## config.mk

```make
export PLATFORM = sky130hd
export DESIGN_NAME = btn_debounce
export DESIGN_NICKNAME = d
export VERILOG_FILES = /design/src/rtl/btn_debounce.sv
export SDC_FILE = /design/constraint.sdc
export NUM_CORES = 1
export LEC_CHECK = 0
export CAP_MARGIN = 20
export CORE_UTILIZATION = 50
export CTS_BUF_LIST = sky130_fd_sc_hd__clkbuf_4 sky130_fd_sc_hd__clkbuf_8 sky130_fd_sc_hd__clkbuf_16
export DETAILED_ROUTE_END_ITERATION = 7
export DONT_BUFFER_PORTS = 1
export PLACE_DENSITY = 0.68
export SYNTH_ARGS = -nofsm -noshare
export SYNTH_HDL_FRONTEND = slang
export SYNTH_SLANG_ARGS = --single-unit
```

## constraint.sdc

```tcl
create_clock -name clk -period 1.2 [get_ports clk]
set_input_delay 0.18 -clock clk [delete_from_list [all_inputs] [get_ports clk]]
set_output_delay 0.18 -clock clk [all_outputs]
set_load 0.005 [all_outputs]
```

## src/rtl/btn_debounce.sv

```systemverilog
// Push-button conditioner: two-flop synchronizer followed by a four-state
// qualification FSM that emits a debounced level plus one-cycle press/release pulses.
module btn_debounce #(
    parameter int DB_CYCLES = 4,
    parameter int DB_W      = 16
) (
    input  logic clk,
    input  logic n_rst,
    input  logic btn_in,
    output logic btn_level,
    output logic press,
    output logic release_pulse
);

    localparam logic [1:0] S_LOW  = 2'd0;
    localparam logic [1:0] S_RISE = 2'd1;
    localparam logic [1:0] S_HIGH = 2'd2;
    localparam logic [1:0] S_FALL = 2'd3;

    localparam logic [DB_W-1:0] DB_LIMIT = DB_W'(DB_CYCLES);
    localparam logic [DB_W-1:0] CNT_ONE  = DB_W'(1);

    logic            sync_0;
    logic            sync_1;
    logic [1:0]      state_reg;
    logic [1:0]      state_next;
    logic [DB_W-1:0] cnt_reg;
    logic [DB_W-1:0] cnt_next;
    logic            level_next;
    logic            press_next;
    logic            release_next;

    always_ff @(posedge clk) begin
        if (!n_rst) begin
            sync_0        <= 1'b0;
            sync_1        <= 1'b0;
            state_reg     <= S_LOW;
            cnt_reg       <= '0;
            btn_level     <= 1'b0;
            press         <= 1'b0;
            release_pulse <= 1'b0;
        end else begin
            sync_0        <= btn_in;
            sync_1        <= sync_0;
            state_reg     <= state_next;
            cnt_reg       <= cnt_next;
            btn_level     <= level_next;
            press         <= press_next;
            release_pulse <= release_next;
        end
    end

    // The >= test on cnt_reg is a belt-and-braces guard: the counter can
    // never step past DB_LIMIT even if it were somehow corrupted.
    always_comb begin
        state_next   = state_reg;
        cnt_next     = cnt_reg;
        level_next   = btn_level;
        press_next   = 1'b0;
        release_next = 1'b0;
        case (state_reg)
            S_LOW: begin
                if (sync_1) begin
                    state_next = S_RISE;
                    cnt_next   = CNT_ONE;
                end else begin
                    cnt_next   = '0;
                end
            end
            S_RISE: begin
                if (!sync_1) begin
                    state_next = S_LOW;
                    cnt_next   = '0;
                end else if (cnt_reg >= DB_LIMIT) begin
                    state_next = S_HIGH;
                    cnt_next   = '0;
                    level_next = 1'b1;
                    press_next = 1'b1;
                end else begin
                    cnt_next   = cnt_reg + CNT_ONE;
                end
            end
            S_HIGH: begin
                if (!sync_1) begin
                    state_next = S_FALL;
                    cnt_next   = CNT_ONE;
                end else begin
                    cnt_next   = '0;
                end
            end
            S_FALL: begin
                if (sync_1) begin
                    state_next = S_HIGH;
                    cnt_next   = '0;
                end else if (cnt_reg >= DB_LIMIT) begin
                    state_next   = S_LOW;
                    cnt_next     = '0;
                    level_next   = 1'b0;
                    release_next = 1'b1;
                end else begin
                    cnt_next     = cnt_reg + CNT_ONE;
                end
            end
            default: begin
                state_next = S_LOW;
                cnt_next   = '0;
                level_next = 1'b0;
            end
        endcase
    end

endmodule

```

==> out/qor.yml <==
critical_path:
  cp_slowest_cell: "dfxtp_2"
  startpoint_type: "flip-flop"
  cp.required_ns: 1.41
  cp.arrival_ns: 1.51
  cpPeakStageDelay_ns: 0.35
  cp_num_buf_inv: 0
  path_cells: "nor4_4 -> nand4_4 -> nor4b_4 -> a31o_1"
  end_kind: "flip-flop"
  cp_max_fo: 7
  crit_family: "simple AND/OR/NAND/NOR gates"
  crit_type: "reg -> reg"
clock_network:
  clk_path_buf_depth: 2
  cts_tree: "done"
  cts_sinks: 23
  postCtsSetupBuffers: 0
  clk_latency_ns: 0.30
  path_clk_slew_ns: 0.12
  ctsRootBufferMaster: "clkbuf_4"
  cts_buffers: 3
  htree_levels: 1
yosys:
  ys_ff_latch: 23
  synthCells: 55
  synth_warnings: 0
  synth_area_um2: 702
  synth_top_area_frac: 0.656
  synthTopCellsByArea: "dfxtp_1 66%, ha_1 3.6%, nor4_2 3.6%"
  syn_avg_cell_area_um2: 12.8
  ys_seq_area_frac: 0.656
  yosysUniqueCellTypes: 21
  yosysTopAreaCell: "dfxtp_1"
timing:
  hold_violations: 0
  finalSetupTns_ns: -0.160
  hold_ws_ns: 0.0149
  setup_ws_ns: -0.101
  report.final.slew_viol_count: 0
  fin_skew_ns: 0.00714
  fin_crit_ns: 1.30
  grt_setup_unrepaired: "true"
  min_period_over_period: 1.08
  final-setup-viol-count: 2
  fmax_ghz: 0.769
global_routing:
  grt_pass1_wl_um: 1240
  grt.overflow.total: 0
  grt.met3_usage: 0.0511
  grt_max_degree: 15
  grt_pass1_vias: 284
  use_met1: 0.166
  grt_busiest_layer: "met2"
  grt.total_usage: 0.138
  antenna_found_initial: 0
  grt_util_met2: 0.172
flow_run:
  maxCapViolations: 0
power:
  vdd_drop_max_v: 0.000817
  leakage_nw: 0.347
  combPwrFrac: 0.027
  p_sw_mw: 0.257
  p_clk_frac: 0.291
  p_seq_frac: 0.681
  powerDensity_nw_per_um2: 1400
  total_power_mw: 1.19
  p_int_mw: 0.937
  netSwitchingFraction: 0.215
finish:
  fillers: 104
  seq_area_um2: 463
  final_util: 0.654
  antennaDiodeCount: 0
  final_cell_mix: "21 x dfxtp_1, 13 x conb_1, 4 x inv_1, 4 x nand2_1"
  area_delta_synth_final_pct: 21.2
  drive_above_1_share: 0.164
  finish.net_count: 79
  largest_register_ff_count: 16
  final_common_cell: "dfxtp_1"
  multiInputGateArea_um2: 304
run_status:
  violations: "negative setup slack"
  outcome: "finished with violations"
detailed_routing:
  drt_first_pass_iters: 3
  vias: 386
  wl_um: 857
  routedWlPerCell_um: 9.74
  drt_iter0_drc: 1
  drc: 0
  antenna_left: 0
  vias_per_cell: 4.39
floorplan:
  row_count: 13
  die_y_um: 39.5
  die-area_um2: 1560
  ios: 6
  initial_core_util: 0.539
  die_w_um: 39.5
  fp.coreArea_um2: 1300
placed_design:
  dp_hpwl_um: 566
  gp_congestion: 0.648
  numPortBuffers: 0
worst_hold_path:
  holdCritPathClass: "in -> reg"
## stage by stage
step | setup WS, ns | instance area, um2 | instances
5_1_grt | -0.170 | 851 | 88
4_1_cts | -0.105 | 851 | 88
2_1_floorplan | -0.0112 | 747 | 67
6_report | -0.101 | 851 | 88
3_5_place_dp | -0.117 | 766 | 82
3_3_place_gp | -0.0968 | 766 | 82
## repair_timing
action,CTS,global route
endpoints found under the hold margin,3,0
endpoints found under the setup margin,6,6
gates resized for setup,6,0
pin swaps,4,1
hold buffers,2,0
## synthesized netlist by cell type
library cell   n
nor2b_1        1
inv_1          4
conb_1         1
nand4_2        1
nor4_1         2
o21a_1         1
nor4b_4        1
nand3_1        1
nor4_4         1
nor4_2         2
o21ai_1        1
dfxtp_1       23
mux2i_1        1
and2b_1        1
nand2_1        4
a21oi_1        1
ha_1           2
a31o_1         1
nor2_1         3
xnor2_1        1
and2_1         2
## cell type report
class / count / share of cell area
sequential: 23 / 0.544
tap: 15 / 0.0221
multi-input combinational: 40 / 0.357
clock inverter: 1 / 0.00882
timing repair buffer: 2 / 0.0235
clock buffer: 3 / 0.0265
inverter: 4 / 0.0176
## per-layer routing
metal | wire length (um) | up-vias | part of all wire
met1 | 428 | 173 | 0.50
met2 | 377 | 8 | 0.44
li1 | - | 203 | -
met3 | 28 | 2 | 0.033
met4 | 22 | 0 | 0.026
met5 | 0 | - | 0
## kinds of logic (layout without fill, tap and decap cells)
logic type,after synthesis,after routing,share of synthesized area
simple gates,19,19,0.217
fa+ha+maj,2,2,0.0356
xor+xnor,1,1,0.0125
buf+inv,4,10,0.0214
flops,23,23,0.656
other cells,1,13,0.00534
mux,1,1,0.0143
compound gates,4,4,0.0374
## path summary, 6_finish.rpt
check | startpoint | endpoint | slack [ns] | depth (start not counted)
min | n_rst | btn_level | 0.01 | 1
max reg2reg | cnt_reg[6] | btn_level | -0.10 | 4
max | cnt_reg[6] | btn_level | -0.10 | 4
min reg2reg | sync_0 | sync_1 | 0.45 | 1
## power groups by stage
stage,sequential (mW),combinational (mW),clock [mW]
6_report,0.813,0.0327,0.348
5_1_grt,0.816,0.0369,0.392
4_1_cts,0.814,0.0319,0.366
3_5_place_dp,0.825,0.0218,0
3_3_place_gp,0.825,0.0216,0
2_1_floorplan,0.823,0.0196,0
No activity file was read; power rests on OpenSTA's default activity.
